`config.mk`:
```
export PLATFORM = sky130hd
export DESIGN_NAME = opb_swreg_bank
export DESIGN_NICKNAME = d
export VERILOG_FILES = /design/src/rtl/opb_swreg_pkg.sv /design/src/rtl/opb_swreg_cell.sv /design/src/rtl/opb_swreg_bank.sv
export SDC_FILE = /design/constraint.sdc
export NUM_CORES = 1
export LEC_CHECK = 0
export BUFFER_PORTS_ARGS = -buffer_cell sky130_fd_sc_hd__buf_2
export CAP_MARGIN = 20
export CORE_AREA = 2 2 244 246
export CTS_BUF_LIST = sky130_fd_sc_hd__clkbuf_16
export CTS_CLUSTER_SIZE = 8
export DETAILED_ROUTE_END_ITERATION = 7
export DIE_AREA = 0 0 246 248
export PLACE_DENSITY = 0.63
export SKIP_LAST_GASP = 1
export SYNTH_ARGS = -nofsm -noshare
export SYNTH_HDL_FRONTEND = slang
export SYNTH_SLANG_ARGS = --single-unit
```
`constraint.sdc`:
```
create_clock -name OPB_Clk -period 3.3 [get_ports OPB_Clk]
set_clock_uncertainty 0.1 [all_clocks]
set_input_delay 0.495 -clock OPB_Clk [delete_from_list [all_inputs] [get_ports OPB_Clk]]
set_output_delay 0.495 -clock OPB_Clk [all_outputs]
set_load 0.05 [all_outputs]
```
`src/rtl/opb_swreg_pkg.sv`:
```
// Shared types and helpers for the OPB software register bank.
package opb_swreg_pkg;

  typedef enum logic [1:0] {
    ST_IDLE = 2'd0,
    ST_WAIT = 2'd1,
    ST_ACK  = 2'd2,
    ST_HOLD = 2'd3
  } state_e;

  localparam int unsigned WAIT_W = 4;

  // Index width for n registers, never narrower than one bit.
  function automatic int idx_width(input int n);
    if (n <= 2) return 1;
    return $clog2(n);
  endfunction

endpackage

```
`src/rtl/opb_swreg_cell.sv`:
```
// One 32-bit software register with per-byte write enables.
module opb_swreg_cell #(
  parameter logic [31:0] C_RST_VAL = 32'h0
) (
  input  logic        clk_i,
  input  logic        rst_n_i,
  input  logic        wr_en_i,
  input  logic [3:0]  be_i,
  input  logic [31:0] wdata_i,
  output logic [31:0] q_o
);

  logic [31:0] data_q, data_d;

  always_comb begin
    data_d = data_q;
    if (wr_en_i) begin
      for (int b = 0; b < 4; b++) begin
        if (be_i[b]) data_d[8*b +: 8] = wdata_i[8*b +: 8];
      end
    end
  end

  always_ff @(posedge clk_i or negedge rst_n_i) begin
    if (!rst_n_i) data_q <= C_RST_VAL;
    else          data_q <= data_d;
  end

  assign q_o = data_q;

endmodule

```
`src/rtl/opb_swreg_bank.sv`:
```
// OPB slave exposing a bank of 32-bit software registers to user fabric.
//   state | meaning
//   IDLE  | waiting for a hit; latches the transfer
//   WAIT  | counting wait states, timeout suppressed; select drop aborts
//   ACK   | decide xfer/err, commit write; acks appear registered next cycle
//   HOLD  | ack cycle; select ignored while the master releases it
module opb_swreg_bank #(
  parameter logic [31:0] C_BASEADDR = 32'h0000_0000,
  parameter logic [31:0] C_HIGHADDR = 32'h0000_FFFF,
  parameter int          C_NUM_REGS = 8,
  parameter logic [63:0] C_RO_MASK  = 64'h0,
  parameter int          C_WAIT     = 1,
  parameter logic [31:0] C_RST_VAL  = 32'h0
) (
  input  logic                      OPB_Clk,
  input  logic                      OPB_Rst_n,
  input  logic [31:0]               OPB_ABus,
  input  logic [3:0]                OPB_BE,
  input  logic [31:0]               OPB_DBus,
  input  logic                      OPB_RNW,
  input  logic                      OPB_select,
  input  logic                      OPB_seqAddr,
  output logic [31:0]               Sl_DBus,
  output logic                      Sl_xferAck,
  output logic                      Sl_errAck,
  output logic                      Sl_toutSup,
  output logic                      Sl_retry,
  output logic [32*C_NUM_REGS-1:0]  reg_out,
  input  logic [32*C_NUM_REGS-1:0]  reg_in,
  output logic [C_NUM_REGS-1:0]     reg_wr_stb,
  output logic [C_NUM_REGS-1:0]     reg_rd_stb
);

  import opb_swreg_pkg::*;

  localparam int              IW        = idx_width(C_NUM_REGS);
  localparam logic [31:0]     SPAN      = C_HIGHADDR - C_BASEADDR;
  localparam logic [WAIT_W-1:0] WAIT_LOAD =
    (C_WAIT == 0) ? '0 : WAIT_W'(C_WAIT - 1);

  state_e             state_q, state_d;
  logic [WAIT_W-1:0]  cnt_q, cnt_d;
  logic               latch;

  logic [31:0]        addr_q, wdata_q;
  logic [3:0]         be_q;
  logic               rnw_q;

  logic [31:0]        bus_off, lat_off;
  logic               hit, in_range, ro_sel, err, commit, wr_acc, rd_acc;
  logic [IW-1:0]      idx;
  logic [31:0]        rdata;
  logic [C_NUM_REGS-1:0] wr_stb_d, rd_stb_d, wr_stb_q, rd_stb_q;
  logic               xfer_q, err_q, tout_q;
  logic [31:0]        dbus_q;
  logic [32*C_NUM_REGS-1:0] cell_q;
  logic               unused_in;

  // Offset compare covers both bounds: addresses below base wrap past SPAN.
  assign bus_off = OPB_ABus - C_BASEADDR;
  assign hit     = OPB_select && (bus_off <= SPAN);

  assign lat_off  = addr_q - C_BASEADDR;
  assign in_range = (lat_off >> 2) < 32'(C_NUM_REGS);
  assign idx      = IW'(lat_off >> 2);
  assign ro_sel   = C_RO_MASK[idx];
  assign err      = !in_range || (!rnw_q && (ro_sel || be_q == 4'b0000));
  assign commit   = (state_q == ST_ACK);
  assign wr_acc   = commit && !err && !rnw_q;
  assign rd_acc   = commit && !err && rnw_q;

  always_comb begin
    rdata    = '0;
    wr_stb_d = '0;
    rd_stb_d = '0;
    for (int i = 0; i < C_NUM_REGS; i++) begin
      if (idx == IW'(i)) begin
        rdata       = C_RO_MASK[i] ? reg_in[32*i +: 32] : cell_q[32*i +: 32];
        wr_stb_d[i] = wr_acc;
        rd_stb_d[i] = rd_acc;
      end
    end
  end

  always_comb begin
    state_d = state_q;
    cnt_d   = cnt_q;
    latch   = 1'b0;
    case (state_q)
      ST_IDLE: begin
        if (hit) begin
          latch   = 1'b1;
          cnt_d   = WAIT_LOAD;
          state_d = (C_WAIT == 0) ? ST_ACK : ST_WAIT;
        end
      end
      ST_WAIT: begin
        if (!OPB_select)       state_d = ST_IDLE;
        else if (cnt_q == '0)  state_d = ST_ACK;
        else                   cnt_d   = cnt_q - 1'b1;
      end
      ST_ACK:  state_d = ST_HOLD;
      ST_HOLD: state_d = ST_IDLE;
      default: state_d = ST_IDLE;
    endcase
  end

  always_ff @(posedge OPB_Clk or negedge OPB_Rst_n) begin
    if (!OPB_Rst_n) begin
      state_q <= ST_IDLE;
      cnt_q   <= '0;
    end else begin
      state_q <= state_d;
      cnt_q   <= cnt_d;
    end
  end

  always_ff @(posedge OPB_Clk or negedge OPB_Rst_n) begin
    if (!OPB_Rst_n) begin
      addr_q   <= '0;
      wdata_q  <= '0;
      be_q     <= '0;
      rnw_q    <= 1'b0;
      xfer_q   <= 1'b0;
      err_q    <= 1'b0;
      tout_q   <= 1'b0;
      dbus_q   <= '0;
      wr_stb_q <= '0;
      rd_stb_q <= '0;
    end else begin
      if (latch) begin
        addr_q  <= OPB_ABus;
        wdata_q <= OPB_DBus;
        be_q    <= OPB_BE;
        rnw_q   <= OPB_RNW;
      end
      xfer_q   <= commit && !err;
      err_q    <= commit && err;
      tout_q   <= (state_d == ST_WAIT);
      dbus_q   <= rd_acc ? rdata : '0;
      wr_stb_q <= wr_stb_d;
      rd_stb_q <= rd_stb_d;
    end
  end

  for (genvar g = 0; g < C_NUM_REGS; g++) begin : g_reg
    opb_swreg_cell #(.C_RST_VAL(C_RST_VAL)) u_cell (
      .clk_i   (OPB_Clk),
      .rst_n_i (OPB_Rst_n),
      .wr_en_i (wr_stb_d[g]),
      .be_i    (be_q),
      .wdata_i (wdata_q),
      .q_o     (cell_q[32*g +: 32])
    );
  end

  // Burst hint is deliberately unused; reg_in lanes of writable registers too.
  assign unused_in = ^{OPB_seqAddr, reg_in};

  assign reg_out    = cell_q;
  assign Sl_DBus    = dbus_q;
  assign Sl_xferAck = xfer_q;
  assign Sl_errAck  = err_q;
  assign Sl_toutSup = tout_q;
  assign Sl_retry   = 1'b0;
  assign reg_wr_stb = wr_stb_q;
  assign reg_rd_stb = rd_stb_q;

endmodule
```
* Word level (Yosys, flattened, before mapping)
Memories as Yosys holds them, arrays and structs flattened.
Index checks and enable logic that the tools add are counted.
** Word-level totals
- Memories kept :: 1
- Output and inout port bits :: 308
- Bits in read-only memories :: 8
- Flip-flop bits (word level) :: 382
- Logic and storage cells :: 148
** Memory list
- (name not given) :: depth 8, width 1, rd ports 1, clocked after memory_dff 0, write ports 0, line opb_swreg_bank.sv:66 : assign ro_sel = C_RO_MASK[idx];
** Cells by class
- Reduce and logical (&&, ||, !) cells :: 49
- Magnitude comparators :: 3
- Eq/ne operators :: 14
- Muxes and demuxes :: 36
- Add/subtract/negate cells :: 1
** Operators with widths (count)
- $mux 32 :: 9
- $reduce_and 2->1 :: 32
- $le 32x16->1 const B :: 1
- $lt 30x4->1 const B :: 1
- $mux 1 :: 19
- $eq 3x3->1 const B :: 4
- $mux 4 :: 3
- $logic_not 4->1 :: 2
- $pmux 2 s4 :: 1
- $pmux 4 s2 :: 1
- $lt 3x7->1 const B :: 1
- $eq 3x2->1 const B :: 2
- $logic_and 1x1->1 :: 6
- $mux 2 :: 3
- $ne 2x2->1 const B :: 3
- $eq 2x1->1 const B :: 2
- $eq 2x2->1 const B :: 2
- $reduce_and 4->1 :: 1
- $sub 4x1->4 const B :: 1
- $eq 3x1->1 const B :: 1
- $logic_not 1->1 :: 3
- $logic_not 3->1 :: 1
- $logic_not 2->1 :: 1
- $logic_or 1x1->1 :: 2
- $reduce_bool 2->1 :: 1

* Depth between registers and ports, before layout
- Word-level depth :: 10
- Depth in mapped cells :: 8

* By module
Synthesis repeated with hierarchy kept, for this count alone.
** Second synthesis, totals
- Cells, all modules :: 1144
- Area total of the unflattened synthesis :: 15876.5 um2
** By module, submodules not included
- opb_swreg_cell :: area an instance 1186.1 um2, cells an instance 68, seq. area each 800.8 um2, times used 8
- opb_swreg_bank :: area an instance 6387.4 um2, cells an instance 600, seq. area each 3103.0 um2, times used 1

* Worst setup path after synthesis
Ideal clock, no wire load.
- Path kind :: reg-to-reg
- Start point :: register be_q[3]
- End point :: register g_reg[5].u_cell.data_q[0]
- Setup time :: 0.125 ns
- Clock period less this slack :: 2.196 ns
- Cell stages (with the launch flop) :: 8
- Path buffers :: 3
- Arrival :: 1.971 ns
- Setup slack :: 1.104 ns
- Cells stage by stage :: dfrtp_1 buf_4 or4_1 o21a_1 buf_6 buf_12 nand4_4 mux2_4
** Between the ends
- Cells in the longest elaborated chain, start to end :: 9
** RTL lines
- start: declaration :: line opb_swreg_bank.sv:46 : logic [3:0] be_q;
- start signal: assignment :: line opb_swreg_bank.sv:122 : be_q <= '0;
- start signal: assignment :: line opb_swreg_bank.sv:134 : be_q <= OPB_BE;
- $logic_not 4->1 :: line opb_swreg_bank.sv:67 : assign err = !in_range || (!rnw_q && (ro_sel || be_q == 4'b0000));
- $logic_or 1x1->1 :: line opb_swreg_bank.sv:67
- $logic_and 1x1->1 :: line opb_swreg_bank.sv:67
- $logic_or 1x1->1 :: line opb_swreg_bank.sv:67
- $logic_not 1->1 :: line opb_swreg_bank.sv:69 : assign wr_acc = commit && !err && !rnw_q;
- $logic_and 1x1->1 (2 in series) :: line opb_swreg_bank.sv:69
- $mux 1 :: line opb_swreg_bank.sv:77 : if (idx == IW'(i)) begin
- $reduce_and 2->1 (no line)
- end signal: assignment :: line opb_swreg_cell.sv:26 : else data_q <= data_d;
- end: declaration :: line opb_swreg_cell.sv:13 : logic [31:0] data_q, data_d;
Every way passes these cells.
A chain may end at the register's enable or synchronous reset.

* Worst setup path after layout
- Start point :: register addr_q[18]
- End point :: register g_reg[0].u_cell.data_q[27]
** Between the ends
- Cells in the longest elaborated chain, start to end :: 8
** RTL lines
- start: declaration :: line opb_swreg_bank.sv:45 : logic [31:0] addr_q, wdata_q;
- start signal: assignment :: line opb_swreg_bank.sv:132 : addr_q <= OPB_ABus;
- $lt 30x4->1 :: line opb_swreg_bank.sv:64 : assign in_range = (lat_off >> 2) < 32'(C_NUM_REGS);
- $logic_not 1->1 :: line opb_swreg_bank.sv:67
- $logic_or 1x1->1 :: line opb_swreg_bank.sv:67
- $logic_not 1->1 :: line opb_swreg_bank.sv:69
- $logic_and 1x1->1 (2 in series) :: line opb_swreg_bank.sv:69
- $mux 1 :: line opb_swreg_bank.sv:77
- $reduce_and 2->1 (no line)
- end signal: assignment :: line opb_swreg_cell.sv:26
- end: declaration :: line opb_swreg_cell.sv:13
Every way passes these cells.

==> run summary <==
H-tree depth -> 2
Final worst-path cycle share -> 88.0%
Final hold vios -> 0
Drt total wl -> 56900 µm
Drt pass-1 iters -> 5
Vias in the first global route -> 12396
Hold Crit Class -> input port to register
Worst setup path category -> register to register
Max Cap Viol -> 0
CP cell instances -> nor4_1 > and4_1 > o21a_1 > buf_4 > nand4_2 > mux2_2
Initial antenna violation count -> 2
1st-iter DRT viols -> 597
Mapped Cells -> 1239
Number of synthesized flops with an enable pin -> 0
Post-Syn Area -> 16400 µm²
GPL Wtd Cong -> 0.881
Arrival time worst endpoint -> 3.27 ns
Area of the multi-input gates -> 6590 µm²
Max clock buf depth -> 3
Fmax -> 344 MHz
Port bufs -> 376
Total GRT Usage -> 18.2%
Routed via count -> 12085
Sequential standard cell area -> 9520 µm²
Setup TNS -> 0 ns
Drc violations -> 0
Largest net degree at the start of global routing -> 74
Sequential fraction of the synthesis area -> 57.9%
Worst slew pin tran -> 0.672 ns
FF+latch count, synth -> 380
Post-route minimum period -> 2.90 ns
Clock sink total -> 380
Total global routing overflow -> 0
Power density over the cells -> 470 nW/µm²
First-pass GRT wire length -> 82400 µm
Latest clock arrival within the worst-skew pair -> 0.60 ns
Clk slew on worst S/H paths -> 0.05 ns
Critical Path RT -> 3.66 ns
Final ANT Viol Nets -> 0
Fin nets -> 1985
Pleak -> 0.0107 µW
Share of cells above drive strength 1 -> 51.0%
Ys flop type -> dfrtp_1
Max FO, Critical Path -> 18
DIE AREA -> 61000 µm²
Slew headroom -> 55.2%
Area growth, synth to finish -> 27.4%
CTS tree -> yes
Outcome -> complete, no violations
Setup ws final -> 0.396 ns
Num CTS Buffers -> 54
Critical Path End Type -> register
Syn_nets -> 1570
Clk Tree Root Cell -> clkbuf_16
Fill count -> 5753
Num ports -> 637
Delay of the slowest critical-path stage -> 0.52 ns
Starting Density -> 28.1%
Slowest CP cell -> nand4_2
Maximum vdd drop -> 0.000338 V
Yosys cell types -> 49
Final Setup Violations -> 0
Cell Rows -> 89
Synth Warn # -> 0
Worst slack at placement -> 0.454 ns
DR vias/cell -> 4.96
Core area -> 58500 µm²
Die X -> 246 µm
Avg Inst Size Synth -> 13.2 µm²
HPWL after DPL -> 40600 µm
Async set-reset flop share out of synthesis -> 100%
Wire per inst -> 23.3 µm
RSZ-0062 raised after global routing -> no
Max Slew Vio Count -> 0
Die Y -> 248 µm
Startpoint Class -> register
-- per-stage QoR --
stage	util, %	std cells	power (µW)	hold slack, ns	instance area (µm²)
3_3_place_gp	33.3	2367	5050	0.383	19500
6_report	35.8	2436	9840	0.0412	20900
5_1_grt	35.8	2436	10200	0.0149	20900
3_5_place_dp	33.3	2367	5050	0.386	19500
2_1_floorplan	-	1239	4850	0.0994	16400
4_1_cts	35.8	2435	9980	0.000928	20900
-- worst max-delay path, delay by kind of cell, from the launching register on --
| kind | cells | cell delay, ns |
|---|---|---|
| simple gates | 3 | 1.33 |
| mux | 1 | 0.45 |
| flops | 1 | 0.38 |
| buf+inv | 1 | 0.34 |
| compound gates | 1 | 0.16 |
-- Yosys cell counts, drive strengths merged, types with 2 or more instances --
cell / n / area (µm²)
o21ai: 86 / 430
nor4: 9 / 56.3
nor3b: 2 / 15.0
buf: 22 / 141
a22oi: 11 / 82.6
a21boi: 5 / 37.5
a31oi: 2 / 12.5
ha: 2 / 25.0
nand2: 74 / 278
or3: 2 / 12.5
a21oi: 7 / 35.0
clkbuf: 44 / 165
nor3: 13 / 65.1
mux4: 5 / 113
nor2b: 27 / 169
nand3: 26 / 140
dfrtp: 380 / 9510
o221a: 5 / 56.3
mux2i: 34 / 340
nor2: 67 / 292
or3b: 2 / 17.5
and2: 6 / 37.5
a22o: 21 / 184
and4: 2 / 17.5
inv: 13 / 48.8
or4: 2 / 15.0
nand4: 17 / 277
o21a: 2 / 15.0
a211oi: 26 / 195
nand2b: 5 / 31.3
mux2: 312 / 3540
-- placed cells by master, fill, tap and decap left out, types with 13 or more instances in the layout --
| cell | n |
|---|---|
| nand2_1 | 74 |
| nor2b_1 | 24 |
| nand3_1 | 23 |
| inv_1 | 17 |
| o21ai_0 | 86 |
| buf_2 | 375 |
| buf_4 | 37 |
| dfrtp_1 | 377 |
| mux2_2 | 304 |
| nor2_1 | 49 |
| clkbuf_16 | 55 |
| a22o_1 | 21 |
| nor3_1 | 13 |
| mux2i_1 | 34 |
| nor2_2 | 16 |
| a211oi_1 | 26 |
-- where the power goes --
part | switching [µW] | internal (µW)
clock | 1970 | 2900
combinational | 198 | 75.4
sequential | 11.4 | 4690
total | 2180 | 7660
-- layout make-up --
cell class	count	area share, %
Clock buffer	55	6.58
Antenna cell	1	0.0120
Timing Repair Buffer	425	11.3
Multi-Input combinational cell	780	31.5
Inverter	13	0.233
Sequential cell	380	45.5
Clock inverter	9	0.197
Tap cell	773	4.62
-- flip-flops by register name, summed over array words and instances, names as in the netlist --
signal / flops
g.u_cell.q_o: 256
Sl_DBus: 32
wdata_q: 32
addr_q: 30
reg_rd_stb: 8
reg_wr_stb: 8
be_q: 4
cnt_q: 4
state_q: 2
Sl_errAck: 1
Sl_toutSup: 1
Sl_xferAck: 1
rnw_q: 1
-- layer usage --
metal / vias up / part of all wire, % / GRT usage [%]
li1: 5273 / - / -
met1: 6211 / 43 / 23.9
met2: 514 / 45 / 28.0
met3: 85 / 10 / 6.53
met4: 2 / 2.1 / 5.37
met5: - / 0.023 / 0
-- path summary, 6_finish.rpt --
path,end,cells after the start,slack [ns],from
worst max register to register,g_reg[0].u_cell.q_o[27]$_DFFE_PN0P_,6,0.40,addr_q[18]$_DFFE_PN0P_
worst max-delay path,g_reg[0].u_cell.q_o[27]$_DFFE_PN0P_,6,0.40,addr_q[18]$_DFFE_PN0P_
min in group asynchronous,g_reg[3].u_cell.q_o[3]$_DFFE_PN0P_,2,0.40,OPB_Rst_n
worst min-delay path,wdata_q[7]$_DFFE_PN0P_,2,0.04,OPB_DBus[7]
max in group asynchronous,addr_q[13]$_DFFE_PN0P_,3,1.84,OPB_Rst_n
worst min register to register,cnt_q[0]$_DFFE_PN0P_,1,0.40,cnt_q[0]$_DFFE_PN0P_
-- cell families (layout without fill, tap and decap cells) --
| kind of cell | count (synthesis) | in the layout | synth area share (%) |
|---|---|---|---|
| AO/OA/AOI/OAI | 166 | 166 | 6.43 |
| flip-flops | 380 | 380 | 57.9 |
| buffers and inverters | 79 | 502 | 2.16 |
| other | 1 | 2 | 0.0228 |
| AND/OR/NAND/NOR | 258 | 258 | 8.84 |
| XOR/XNOR | 2 | 2 | 0.107 |
| multiplexers | 351 | 351 | 24.3 |
| adder cells (fa/ha/maj) | 2 | 2 | 0.152 |
-- timing repair --
| item | 4_1_cts | 5_1_grt |
|---|---|---|
| endpoints found under the setup margin | 0 | 0 |
| resized for setup | 0 | 0 |
| buffers inserted | 0 | 0 |
| hold endpoints to repair | 67 | 0 |
| hold buffers | 4 | 0 |
(Power assumes the default switching activity.)
